===== config.mk =====
export PLATFORM = sky130hd
export DESIGN_NAME = down_counter_ctrl_flat
export DESIGN_NICKNAME = d
export VERILOG_FILES = /design/src/rtl/down_counter_ctrl_if.sv /design/src/rtl/down_counter_ctrl.sv /design/src/flat_wrapper.sv
export SDC_FILE = /design/constraint.sdc
export NUM_CORES = 1
export LEC_CHECK = 0
export ABC_CLOCK_PERIOD_IN_PS = 4300
export CAP_MARGIN = 0
export CORE_MARGIN = 1.5
export CORE_UTILIZATION = 55
export CTS_CLUSTER_SIZE = 16
export DETAILED_ROUTE_END_ITERATION = 12
export DONT_BUFFER_PORTS = 1
export GPL_TIMING_DRIVEN = 0
export HOLD_SLACK_MARGIN = 0.02
export PLACE_DENSITY = 0.7
export SLEW_MARGIN = 25
export SYNTH_ARGS = -nofsm -noshare
export SYNTH_HDL_FRONTEND = slang
export SYNTH_SLANG_ARGS = --single-unit

===== constraint.sdc =====
create_clock -name clk -period 4.3 [get_ports clk]
set_input_delay 0.43 -clock clk [delete_from_list [all_inputs] [get_ports clk]]
set_output_delay 0.43 -clock clk [all_outputs]
set_load 0.02 [all_outputs]

===== src/rtl/down_counter_ctrl_if.sv =====
// Handshake/status bundle between a sequencer client and down_counter_ctrl.
// master drives commands and the load value; slave is the controller side.
interface down_counter_ctrl_if #(
   parameter int WIDTH = 4
);
   logic             start;
   logic             pause;
   logic             abort;
   logic [WIDTH-1:0] load_val;
   logic             auto_reload;
   logic [WIDTH-1:0] cnt;
   logic             tc;
   logic             busy;
   logic             done;

   modport master (
      output start, pause, abort, load_val, auto_reload,
      input  cnt, tc, busy, done
   );

   modport slave (
      input  start, pause, abort, load_val, auto_reload,
      output cnt, tc, busy, done
   );
endinterface


===== src/rtl/down_counter_ctrl.sv =====
// Load / count-down / stop-or-reload sequencer with pause, resume and abort.
// Define DCNT_PRESCALE_EN to advance the count once every PRESCALE cycles in RUN.
module down_counter_ctrl #(
   parameter int WIDTH    = 4,
   parameter int PRESCALE = 4
) (
   input logic                clk,
   input logic                rst,
   down_counter_ctrl_if.slave ctrl
);

   typedef enum logic [1:0] {IDLE, RUN, PAUSE, DONE} state_t;

   state_t           state_q, state_d;
   logic [WIDTH-1:0] cnt_q, cnt_d;
   logic [WIDTH-1:0] reload_q, reload_d;
   logic             mode_q, mode_d;
   logic             tc_q, tc_d;
   logic             tick;

`ifdef DCNT_PRESCALE_EN
   localparam int PS_W = $clog2(PRESCALE);

   logic [PS_W-1:0] presc_q, presc_d;

   assign tick = (state_q == RUN) && (presc_q == PS_W'(PRESCALE - 1));

   // Parked at zero outside RUN/PAUSE so every fresh run starts a full interval.
   always_comb begin
      presc_d = presc_q;
      if (ctrl.abort || state_q == IDLE || state_q == DONE) begin
         presc_d = '0;
      end else if (state_q == RUN && !ctrl.pause) begin
         presc_d = tick ? '0 : presc_q + 1'b1;
      end
   end

   always_ff @(posedge clk) begin
      if (rst) begin
         presc_q <= '0;
      end else begin
         presc_q <= presc_d;
      end
   end
`else
   logic unused_prescale;

   assign tick            = (state_q == RUN);
   assign unused_prescale = (PRESCALE != 0);
`endif

   always_comb begin
      // NOTE: every combinational output gets a default first so no path infers a latch.
      state_d  = state_q;
      cnt_d    = cnt_q;
      reload_d = reload_q;
      mode_d   = mode_q;
      tc_d     = 1'b0;

      if (ctrl.abort) begin
         state_d = IDLE;
      end else begin
         case (state_q)
            IDLE, DONE: begin
               if (ctrl.start) begin
                  if (ctrl.load_val != '0) begin
                     cnt_d    = ctrl.load_val;
                     reload_d = ctrl.load_val;
                     mode_d   = ctrl.auto_reload;
                     state_d  = RUN;
                  end else begin
                     // A zero load right after a terminal count must not stretch tc to two cycles.
                     cnt_d   = '0;
                     tc_d    = !tc_q;
                     state_d = DONE;
                  end
               end
            end
            RUN: begin
               if (ctrl.pause) begin
                  state_d = PAUSE;
               end else if (tick) begin
                  if (cnt_q > WIDTH'(1)) begin
                     cnt_d = cnt_q - 1'b1;
                  end else if (cnt_q == WIDTH'(1)) begin
                     cnt_d = '0;
                     tc_d  = 1'b1;
                     if (!mode_q) begin
                        state_d = DONE;
                     end
                  end else begin
                     cnt_d = reload_q;
                  end
               end
            end
            PAUSE: begin
               if (ctrl.start) begin
                  state_d = RUN;
               end
            end
            default: state_d = IDLE;
         endcase
      end
   end

   always_ff @(posedge clk) begin
      if (rst) begin
         state_q  <= IDLE;
         cnt_q    <= '1;
         reload_q <= '1;
         mode_q   <= 1'b0;
         tc_q     <= 1'b0;
      end else begin
         state_q  <= state_d;
         cnt_q    <= cnt_d;
         reload_q <= reload_d;
         mode_q   <= mode_d;
         tc_q     <= tc_d;
      end
   end

   assign ctrl.cnt  = cnt_q;
   assign ctrl.tc   = tc_q;
   assign ctrl.busy = (state_q == RUN) || (state_q == PAUSE);
   assign ctrl.done = (state_q == DONE);

endmodule


===== src/flat_wrapper.sv =====
// flat-port wrapper written by rule: the top's interface ports become plain ports
module down_counter_ctrl_flat 
#(
   parameter int WIDTH    = 4,
   parameter int PRESCALE = 4
)
  (clk, rst, ctrl_start, ctrl_pause, ctrl_abort, ctrl_load_val, ctrl_auto_reload, ctrl_cnt, ctrl_tc, ctrl_busy, ctrl_done);
  down_counter_ctrl_if #(.WIDTH(WIDTH)) ctrl_i ();
  input logic clk;
  input logic rst;
  input wire logic [$bits(ctrl_i.start)-1:0] ctrl_start;
  input wire logic [$bits(ctrl_i.pause)-1:0] ctrl_pause;
  input wire logic [$bits(ctrl_i.abort)-1:0] ctrl_abort;
  input wire logic [$bits(ctrl_i.load_val)-1:0] ctrl_load_val;
  input wire logic [$bits(ctrl_i.auto_reload)-1:0] ctrl_auto_reload;
  output wire logic [$bits(ctrl_i.cnt)-1:0] ctrl_cnt;
  output wire logic [$bits(ctrl_i.tc)-1:0] ctrl_tc;
  output wire logic [$bits(ctrl_i.busy)-1:0] ctrl_busy;
  output wire logic [$bits(ctrl_i.done)-1:0] ctrl_done;
  assign ctrl_i.start = ctrl_start;
  assign ctrl_i.pause = ctrl_pause;
  assign ctrl_i.abort = ctrl_abort;
  assign ctrl_i.load_val = ctrl_load_val;
  assign ctrl_i.auto_reload = ctrl_auto_reload;
  assign ctrl_cnt = ctrl_i.cnt;
  assign ctrl_tc = ctrl_i.tc;
  assign ctrl_busy = ctrl_i.busy;
  assign ctrl_done = ctrl_i.done;
  down_counter_ctrl #(.WIDTH(WIDTH), .PRESCALE(PRESCALE)) u_core (.clk(clk), .rst(rst), .ctrl(ctrl_i));
endmodule

* Word-level counts from Yosys, hierarchy flattened
Cells that the tools add are included.
** Word-level totals
- Input port bits :: 10
- Register bits after elaboration :: 12
- Logic and storage cells :: 48
** Operators by class
- Bitwise operators :: 1
- Mux-type cells :: 20
- Order comparisons :: 1
- Equal/unequal tests :: 10
- Add/sub/neg operators :: 1
- Reduce and logical (&&, ||, !) cells :: 10
** Operators with widths (count)
- $mux 4 :: 5
- $mux 2 :: 7
- $ne 3x3->1 const B :: 3
- $pmux 4 s2 :: 1
- $reduce_and 4->1 :: 2
- $ne 2x2->1 const B :: 3
- $pmux 2 s3 :: 1
- $mux 1 :: 5
- $reduce_and 5->1 :: 1
- $eq 2x2->1 const B :: 2
- $eq 4x1->1 const B :: 1
- $gt 4x1->1 const B :: 1
- $reduce_bool 4->1 :: 1
- $reduce_or 2->1 :: 2
- $sub 4x1->4 const B :: 1
- $eq 2x1->1 const B :: 1
- $logic_not 2->1 :: 1
- $pmux 1 s2 :: 1
- $reduce_bool 2->1 :: 1
- $logic_not 1->1 :: 1
- $logic_or 1x1->1 :: 1
- $not 1->1 :: 1

* Depth between registers and ports, before layout
Gate-level depths: netlist of the first run.
- Depth after elaboration :: 5
- Depth in mapped cells :: 7

* Worst setup path after synthesis of the first run
No wires, ideal clock.
- Kind :: register to register
- From :: reg u_core.state_q[0]
- To :: reg u_core.cnt_q[2], in the netlist u_core.ctrl.cnt[2]
- Data arrival time :: 1.685 ns
- Slack :: 2.487 ns
- Path buffers :: 1
- Clock period less this slack :: 1.813 ns
- Stages on the path, launching flop included :: 8
- Setup time :: 0.127 ns
- Path through :: dfxtp_1 -> inv_1 -> ha_1 -> nand2b_1 -> a221o_1 -> buf_6 -> o21ai_1 -> or3b_1
** On the way
- Cells in the longest elaborated chain, start to end :: 4
- Elaborated cells between the ends (all ways) :: 9
- Those cells by class :: 4 x eq/ne; 1 x mux; 4 x reduce/logical
** Ends and longest elaborated chain
- start: declaration :: line down_counter_ctrl.sv:14 : state_t state_q, state_d;
- start signal: assignment :: line down_counter_ctrl.sv:114 : state_q <= state_d;
- $eq 2x2->1 / $logic_not 2->1 (equally long branches) :: line down_counter_ctrl.sv:63 : case (state_q)
- $reduce_or 2->1 :: line down_counter_ctrl.sv:63
- $ne 2x2->1 (no line) / $reduce_bool 2->1 (equally long branches)
- $reduce_and 4->1 (no line)
- end signal: assignment :: line down_counter_ctrl.sv:115 : cnt_q <= cnt_d;
- end: declaration :: line down_counter_ctrl.sv:15 : logic [WIDTH-1:0] cnt_q, cnt_d;
Parallel ways exist; a longest one is shown, timed or not.
A chain may end at the register's enable or synchronous reset.

* Final worst setup path of the first run
Same ends and word-level chain as after synthesis.

==> key figures, run 1 <==
Place
  – Weighted congestion reported at the end of routability-driven placement: roughly 0.83
  – Count of buffers from port buffering: 0
  – Post-DP HPWL: 1090 um
  – Placed insts: 97

Setup path
  – Critical Path Source Type: flip-flop
  – Critical path capture point: u_core.ctrl.cnt[2]
  – Kind of end point of the critical path: flip-flop
  – Critical Path Max Stage Delay: around 0.37 ns
  – Number of buffers and inverters on the critical path: 2
  – Critical path startpoint: u_core.state_q[0]
  – Cell count along the critical path: 7
  – Count of cells along the worst register-to-register path: 7
  – Launching point of the worst reg2reg path: u_core.state_q[0]
  – Endpoint of the worst-slack reg-to-reg timing path: u_core.ctrl.cnt[2]
  – Max stage delay cell, worst path: sky130_fd_sc_hd__ha_1
  – Critical Path, Cell by Cell: inv_1 -> ha_1 -> nand2b_1 -> a221o_1 -> buf_6 -> o21ai_1 -> or3b_1
  – Kind of critical path: flip-flop to flip-flop
  – Required time of the critical path: between 4 and 5 ns
  – Worst reg-to-reg setup slack: 2.39 ns
  – Maximum fanout along the worst path: 8
  – Gate family responsible for the most delay along the worst path: compound AO/OA/AOI/OAI gates
  – Arrival time of the worst setup path: 2.08 ns

Clock network
  – Num Clock Sinks: 12
  – Clock latency of the later-clocked register in the worst-skew pair: 0.28 ns
  – Clock buffer depth: 2
  – Root cell of the clock tree: sky130_fd_sc_hd__clkbuf_4
  – Number of buffers created by CTS: 3
  – Resize count post-CTS: 0
  – H-tree levels: 1
  – Clk pin slew, worst setup/hold paths: 0.08 ns
  – Hold buffers post-CTS: 0
  – CTS tree: built
  – Buffer count from post-CTS setup fixing: 0

Timing
  – Minimum period implied by the final worst setup slack: 1.91 ns
  – Max Clock Freq: 523 MHz
  – Final setup skew: 0.00757 ns
  – Worst slew pin tran: 0.437 ns
  – Setup TNS after final layout: 0 ns
  – Worst slew margin relative to its limit: 0.708
  – Setup repair after global routing missed its margin: no
  – Final max-slew violation count: 0
  – Share of the cycle needed by the critical path after routing: 0.445
  – Final-report setup violation count: 0
  – Total count of hold-check failures in the final report: 0

Worst hold path
  – Hold WC Path Type: input pin to flip-flop

Global routing
  – Vias in the first global route: 565
  – Number of antenna violations at the first check in global routing: 0
  – First-pass GRT wire length: 2420 um
  – Overall fraction of global-route tracks in use: 0.233
  – Overall overflow remaining after global route: 0
  – Maximum number of pins on one net before global-route repair: 11

Synth
  – Share of synthesized area spent on multiplexers: 0.0274
  – Synthesized area divided by synthesized cell count: 8.80 sq um
  – Number of standard cells after synthesis: 83
  – Yosys warning total: 0
  – Number of unique standard cell types used by synthesis: 32
  – Sequential fraction of the synthesis area: 0.329
  – Post-Syn Area: roughly 730 sq um
  – Fraction of the mapped netlist area in adder cells: 0.103
  – Post-synthesis register bit count: 12
  – Main combinational cell family by area after synthesis: compound AO/OA/AOI/OAI gates
  – Post-Synth Simple-Gate Area: 0.226
  – Net count after synthesis: 99
  – XOR/XNOR share of the synthesized area: 0
  – Fraction of the mapped netlist area in compound gates: 0.248

Routing
  – Total wirelength of the detailed-routed design: 1490 um
  – Number of search-and-repair iterations in the first detailed-routing pass: 4
  – Drt drc: 0
  – Iteration-0 DRC count of the detailed router: 27
  – Routed wirelength normalized by instance count: 14.7 um
  – Routed via count: 634
  – Vias per cell: 6.28
  – Count of nets left with antenna violations after detail routing: 0

Power and ir drop
  – Power density normalized to cell area: 355 nW/um^2
  – Comb power frac: 0.194
  – Clock Power Share: 0.323
  – VDD IR-drop max: 224 uV
  – Seq pwr share: 0.483
  – Pleak: 0.328 nW
  – Switching power: 0.0822 mW
  – Cell internal pwr: 0.196 mW
  – Switching share of power: 0.295

Floorplanning
  – Die boundary width: 39.5 um
  – Die area: about 1600 sq um
  – Initial core utilization: 0.624
  – I/O pins: 17
  – Floorplan Core Area: 1170 sq um
  – Vertical die dimension: 39.5 um
  – Total number of placement rows: 12

Finish
  – Area used by multi-input combinational logic: between 400 and 500 sq um
  – Layout fillers: slightly above 100
  – Antenna cells: 0
  – Share of post-route cells with drive strength above 1: 0.115
  – Number of nets in the final layout: 104
  – Signed area change from the synthesized netlist to the final layout: 7.36%
  – Final Instance Count excl. Fillers: 101
  – Storage element area: between 200 and 250 sq um

Outcome
  – Status: complete, no violations

Job
  – Max capacitance violation total: 0
placed cells by master (no fill, tap or decap), types with 2 or more instances in the layout:
| master | n |
|---|---|
| sky130_fd_sc_hd__nor2b_1 | 3 |
| sky130_fd_sc_hd__a21oi_1 | 2 |
| sky130_fd_sc_hd__a211oi_1 | 2 |
| sky130_fd_sc_hd__clkbuf_1 | 3 |
| sky130_fd_sc_hd__nand2_1 | 4 |
| sky130_fd_sc_hd__mux2i_1 | 2 |
| sky130_fd_sc_hd__ha_1 | 6 |
| sky130_fd_sc_hd__nand3_1 | 3 |
| sky130_fd_sc_hd__a221o_1 | 6 |
| sky130_fd_sc_hd__o22ai_1 | 2 |
| sky130_fd_sc_hd__nand2b_1 | 3 |
| sky130_fd_sc_hd__nor3_1 | 3 |
| sky130_fd_sc_hd__dfxtp_1 | 12 |
| sky130_fd_sc_hd__clkbuf_4 | 3 |
| sky130_fd_sc_hd__inv_1 | 7 |
| sky130_fd_sc_hd__nor2_1 | 8 |
power groups by stage:
stage / Sequential, mW / Combinational (mW) / Clock, mW
floorplan: 0.134 / 0.0461 / 0
global placement: 0.137 / 0.0533 / 0
detailed placement: 0.137 / 0.0535 / 0
CTS: 0.134 / 0.0539 / 0.0906
global route: 0.136 / 0.0614 / 0.0955
finish: 0.135 / 0.0540 / 0.0899
area by class of cell:
class,count,share of cell area
clock buffer,4,0.0463
inverter,7,0.0335
buffer,4,0.0287
sequential,12,0.306
tap,14,0.0223
multi-input combinational,60,0.563
metrics by stage:
stage / setup WS (ns) / util / instance area, sq um / hold slack [ns] / power (mW)
2_1_floorplan: 2.49 / - / 731 / 0.436 / 0.180
3_3_place_gp: 2.41 / 0.639 / 748 / 0.456 / 0.190
3_5_place_dp: 2.38 / 0.639 / 748 / 0.462 / 0.191
4_1_cts: 2.37 / 0.670 / 785 / 0.287 / 0.279
5_1_grt: 2.23 / 0.670 / 785 / 0.281 / 0.293
6_report: 2.39 / 0.670 / 785 / 0.286 / 0.279
cell families (layout without fill, tap and decap cells):
logic type | count (synthesis) | after routing
AOI/OAI and AO/OA | 22 | 22
adders and majority gates | 6 | 6
buffers and inverters | 11 | 15
DFF | 12 | 12
muxes | 2 | 2
and+or+nand+nor | 30 | 30
cells in the mapped netlist (all sizes together):
library cell / count / area, sq um
inv: 7 / 26.3
nor2: 8 / 30.0
o22ai: 2 / 12.5
a31oi: 1 / 6.26
o32a: 2 / 21.3
a221oi: 1 / 8.76
nand2: 4 / 15.0
mux2i: 2 / 20.0
dfxtp: 12 / 240
clkbuf: 3 / 11.3
o2111ai: 1 / 8.76
o211ai: 1 / 7.51
nor2b: 3 / 18.8
and3b: 1 / 10.0
a221o: 6 / 60.1
nor4b: 1 / 8.76
nand2b: 3 / 18.8
ha: 6 / 75.1
buf: 1 / 11.3
nand3: 3 / 15.0
o21a: 1 / 7.51
o21ai: 1 / 5.00
nor3: 3 / 15.0
a211oi: 2 / 15.0
a311oi: 1 / 8.76
or3b: 1 / 8.76
a21oi: 2 / 10.0
or2: 1 / 6.26
or4: 1 / 11.3
or2b: 1 / 7.51
a211o: 1 / 10.0
sequential cells by signal, indices dropped and copies added, names as in the netlist:
| name | flops |
|---|---|
| u_core.mode_q | 1 |
| u_core.ctrl.cnt | 4 |
| u_core.reload_q | 4 |
| u_core.state_q | 2 |
| u_core.ctrl.tc | 1 |
worst min-delay path by stage:
| stage | to | depth (start not counted) | slack, ns | from |
|---|---|---|---|---|
| global route | u_core.reload_q[1] | 1 | 0.28 | ctrl_load_val[1] |
| detailed placement | u_core.mode_q | 2 | 0.46 | u_core.mode_q |
| global placement | u_core.mode_q | 2 | 0.46 | u_core.mode_q |
| finish | u_core.reload_q[2] | 1 | 0.29 | ctrl_load_val[2] |
| floorplan | u_core.mode_q | 2 | 0.44 | u_core.mode_q |
| CTS | u_core.reload_q[2] | 1 | 0.29 | ctrl_load_val[2] |
routing by layer:
metal	track usage	vias up	routed length (um)
li1	-	314	-
met3	0.119	0	116
met2	0.324	19	675
met1	0.316	301	696
met5	0	-	0
met4	0.0517	0	0
No activity file was read; power rests on OpenSTA's default activity.
==> inputs of run 2 (changes only) <==
--- a/config.mk
+++ b/config.mk
@@ -5,16 +5,16 @@
 export SDC_FILE = /design/constraint.sdc
 export NUM_CORES = 1
 export LEC_CHECK = 0
-export ABC_CLOCK_PERIOD_IN_PS = 4300
+export ABC_CLOCK_PERIOD_IN_PS = 1700
 export CAP_MARGIN = 0
 export CORE_MARGIN = 1.5
-export CORE_UTILIZATION = 55
+export CORE_UTILIZATION = 53
 export CTS_CLUSTER_SIZE = 16
 export DETAILED_ROUTE_END_ITERATION = 12
 export DONT_BUFFER_PORTS = 1
 export GPL_TIMING_DRIVEN = 0
 export HOLD_SLACK_MARGIN = 0.02
-export PLACE_DENSITY = 0.7
+export PLACE_DENSITY = 0.71
 export SLEW_MARGIN = 25
 export SYNTH_ARGS = -nofsm -noshare
 export SYNTH_HDL_FRONTEND = slang
==> constraint.sdc (replaced) <==
create_clock -name clk -period 1.7 [get_ports clk]
set_input_delay 0.17 -clock clk [delete_from_list [all_inputs] [get_ports clk]]
set_output_delay 0.17 -clock clk [all_outputs]
set_load 0.02 [all_outputs]
==> run 2 against run 1 <==
Critical endpoint unchanged. Critical path depth unchanged. Non-clock buffer count rose by 4. Sequential cell count unchanged. Die area grew 3.5%. Sequential share of layout area shrank 2.1 points. The run now ends with setup timing left. Register-to-register slack got worse by 2.5 ns.
==> key figures, run 2 (same netlist as run 1, synthesis figures left out) <==
Outcome
  – Status: finished with violations
  – Violated checks: setup timing

Timing
  – Minimum period implied by the final worst setup slack: 1.77 ns (-0.146 ns)
  – Final setup skew: 0.00643 ns (-0.00114 ns)
  – Final critical-path setup slack: -0.0674 ns (-2.45 ns)
  – Worst slew margin relative to its limit: 0.717 (+0.00860)
  – Setup repair after global routing missed its margin: yes
  – Total count of hold-check failures in the final report: 0 (unchanged)
  – Max Clock Freq: 566 MHz (+8.3%)
  – Worst slew pin tran: 0.424 ns (-0.0129 ns)
  – Final-report setup violation count: 2 (+2)
  – Share of the cycle needed by the critical path after routing: 1.04 (+0.595)
  – Final max-slew violation count: 0 (unchanged)

Clock network
  – Hold buffers post-CTS: 0 (unchanged)
  – Num Clock Sinks: 12 (unchanged)
  – Number of buffers created by CTS: 3 (unchanged)
  – Root cell of the clock tree: sky130_fd_sc_hd__clkbuf_4
  – Clock buffer depth: 2 (unchanged)
  – CTS tree: built
  – H-tree levels: 1 (unchanged)
  – Clock latency of the later-clocked register in the worst-skew pair: 0.27 ns (about the same)
  – Clk pin slew, worst setup/hold paths: 0.07 ns (about the same)

Job
  – Max capacitance violation total: 0 (unchanged)

Routing
  – Routed wirelength normalized by instance count: 15.6 um (+6.1%)
  – Routed via count: 645 (+1.7%)
  – Drt drc: 0 (unchanged)
  – Iteration-0 DRC count of the detailed router: 27 (unchanged)
  – Count of nets left with antenna violations after detail routing: 0 (unchanged)
  – Number of search-and-repair iterations in the first detailed-routing pass: 4 (unchanged)
  – Total wirelength of the detailed-routed design: 1640 um (+10%)
  – Vias per cell: 6.14 (-2.1%)

Floorplanning
  – Vertical die dimension: 40.1 um (+1.7%)
  – Die boundary width: 40.1 um (+1.7%)
  – Total number of placement rows: 13 (+1)
  – I/O pins: 17 (unchanged)
  – Floorplan Core Area: 1280 sq um (+9.7%)
  – Initial core utilization: 0.569 (-0.0553)
  – Die area: 1610 sq um (+3.5%)

Finish
  – Layout fillers: 100 (-0.99%)
  – Signed area change from the synthesized netlist to the final layout: 19.3%
  – Leading cell types in the layout, fill and taps excluded: sky130_fd_sc_hd__dfxtp_1 (9), sky130_fd_sc_hd__nor2_1 (8), sky130_fd_sc_hd__a221o_1 (6)
  – Most frequent standard cell in the layout excluding fill and tap cells: sky130_fd_sc_hd__dfxtp_1
  – Number of nets in the final layout: 108 (+3.8%)
  – Post-route cell area: 872 sq um (+11%)
  – Antenna cells: 0 (unchanged)
  – Share of post-route cells with drive strength above 1: 0.300 (+0.185)

Setup path
  – Number of buffers and inverters on the critical path: 2 (unchanged)
  – Critical Path Max Stage Delay: 0.38 ns (about the same)
  – Gate family responsible for the most delay along the worst path: compound AO/OA/AOI/OAI gates
  – Critical Path, Cell by Cell: inv_4 -> ha_4 -> nand2b_4 -> a221o_1 -> buf_6 -> o21ai_2 -> or3b_1
  – Max stage delay cell, worst path: sky130_fd_sc_hd__dfxtp_4
  – Kind of end point of the critical path: flip-flop
  – Critical Path Source Type: flip-flop
  – Maximum fanout along the worst path: 8 (unchanged)
  – Arrival time of the worst setup path: 1.92 ns (-0.16 ns)
  – Kind of critical path: flip-flop to flip-flop
  – Required time of the critical path: 1.85 ns (-2.62 ns)

Place
  – Post-DP HPWL: 1130 um (+3.2%)
  – Dpl ws: -0.127 ns (-2.50 ns)
  – Post-detailed-placement cell area: 767 sq um (+2.5%)
  – Count of buffers from port buffering: 0 (unchanged)
  – Weighted congestion reported at the end of routability-driven placement: 0.790 (-4.7%)

Power and ir drop
  – VDD IR-drop max: 447 uV (+99%)
  – Seq pwr share: 0.502 (+0.019)
  – Switching share of power: 0.307 (+0.0120)
  – Cell internal pwr: 0.477 mW (+140%)
  – Comb power frac: 0.257 (+0.063)
  – Switching power: 0.211 mW (+160%)
  – Clock Power Share: 0.241 (-0.082)
  – Pleak: 0.352 nW (+7.6%)
  – Power density normalized to cell area: 789 nW/um^2 (+120%)

Global routing
  – Maximum number of pins on one net before global-route repair: 11 (unchanged)
  – Overall fraction of global-route tracks in use: 0.245 (+0.0117)
  – Vias in the first global route: 575 (+1.8%)
  – Number of antenna violations at the first check in global routing: 0 (unchanged)
  – Overall overflow remaining after global route: 0 (unchanged)
  – First-pass GRT wire length: 2570 um (+6.3%)

Worst hold path
  – Hold WC Path Type: input pin to flip-flop
==> run 2: cell count changes in the layout (fill, tap and decap cells not counted), moves of 2 or more <==
cell,previous run,this run
sky130_fd_sc_hd__buf_4,0,5
sky130_fd_sc_hd__dfxtp_1,12,9
sky130_fd_sc_hd__dfxtp_4,0,2
sky130_fd_sc_hd__ha_1,6,3
sky130_fd_sc_hd__ha_4,0,2
sky130_fd_sc_hd__inv_1,7,5
sky130_fd_sc_hd__nand2b_1,3,1
sky130_fd_sc_hd__nand2b_4,0,2
==> run 2: final cells by class <==
class,instances,area [sq um],area share
well taps,15,18.8,0.0215
multi-input cells,60,497,0.570
flip-flops and latches,12,249,0.286
inverters,7,28.8,0.0330
repair buffers,5,37.5,0.0430
clock buffers,3,22.5,0.0258
plain buffers,3,18.8,0.0215
==> run 2: path summary, 6_finish.rpt <==
kind                                         start                 end  slack [ns]  cells after the start
worst max register to register   u_core.state_q[0]  u_core.ctrl.cnt[2]       -0.07                      7
worst min register to register  u_core.reload_q[2]  u_core.reload_q[2]        0.49                      1
worst max-delay path             u_core.state_q[0]  u_core.ctrl.cnt[2]       -0.07                      7
worst min-delay path              ctrl_load_val[0]  u_core.reload_q[0]        0.03                      1
==> run 2: power groups by stage <==
| stage | clock [mW] | combinational, mW | sequential, mW |
|---|---|---|---|
| final | 0.166 | 0.177 | 0.345 |
| after global routing | 0.181 | 0.195 | 0.350 |
| after CTS | 0.171 | 0.162 | 0.343 |
| after detailed placement | 0 | 0.141 | 0.348 |
| after global placement | 0 | 0.139 | 0.347 |
| after floorplan | 0 | 0.121 | 0.341 |
==> run 2: what timing repair did <==
action	CTS	global route
setup endpoints to repair	4	10
setup buffers	4	1
gates resized for setup	8	5
pin swaps	3	2
==> run 2: routing by layer <==
metal	vias to the layer above	global-route usage	routed length (um)
li1	323	-	-
met1	299	0.339	801
met2	19	0.347	743
met3	4	0.106	81
met4	0	0.0517	14
met5	-	0	0
==> run 2: worst register-to-register path: stages, from the launching register on <==
cell and delay, ns:
sky130_fd_sc_hd__dfxtp_4 0.38, sky130_fd_sc_hd__inv_4 0.04, sky130_fd_sc_hd__ha_4 0.29, sky130_fd_sc_hd__nand2b_4 0.05, sky130_fd_sc_hd__a221o_1 0.31, sky130_fd_sc_hd__buf_6 0.14
sky130_fd_sc_hd__o21ai_2 0.10, sky130_fd_sc_hd__or3b_1 0.34
==> run 2: per-stage QoR <==
stage               hold slack (ns)   util  std cells  setup TNS [ns]  power (mW)
floorplan                     0.310      -         83               0       0.462
global placement              0.311  0.597         98          -0.139       0.486
detailed placement            0.313  0.597         98          -0.269       0.489
CTS                          0.0273  0.659        105          -0.160       0.676
global route                 0.0218  0.679        105          -0.442       0.726
finish                       0.0333  0.679        105          -0.101       0.688
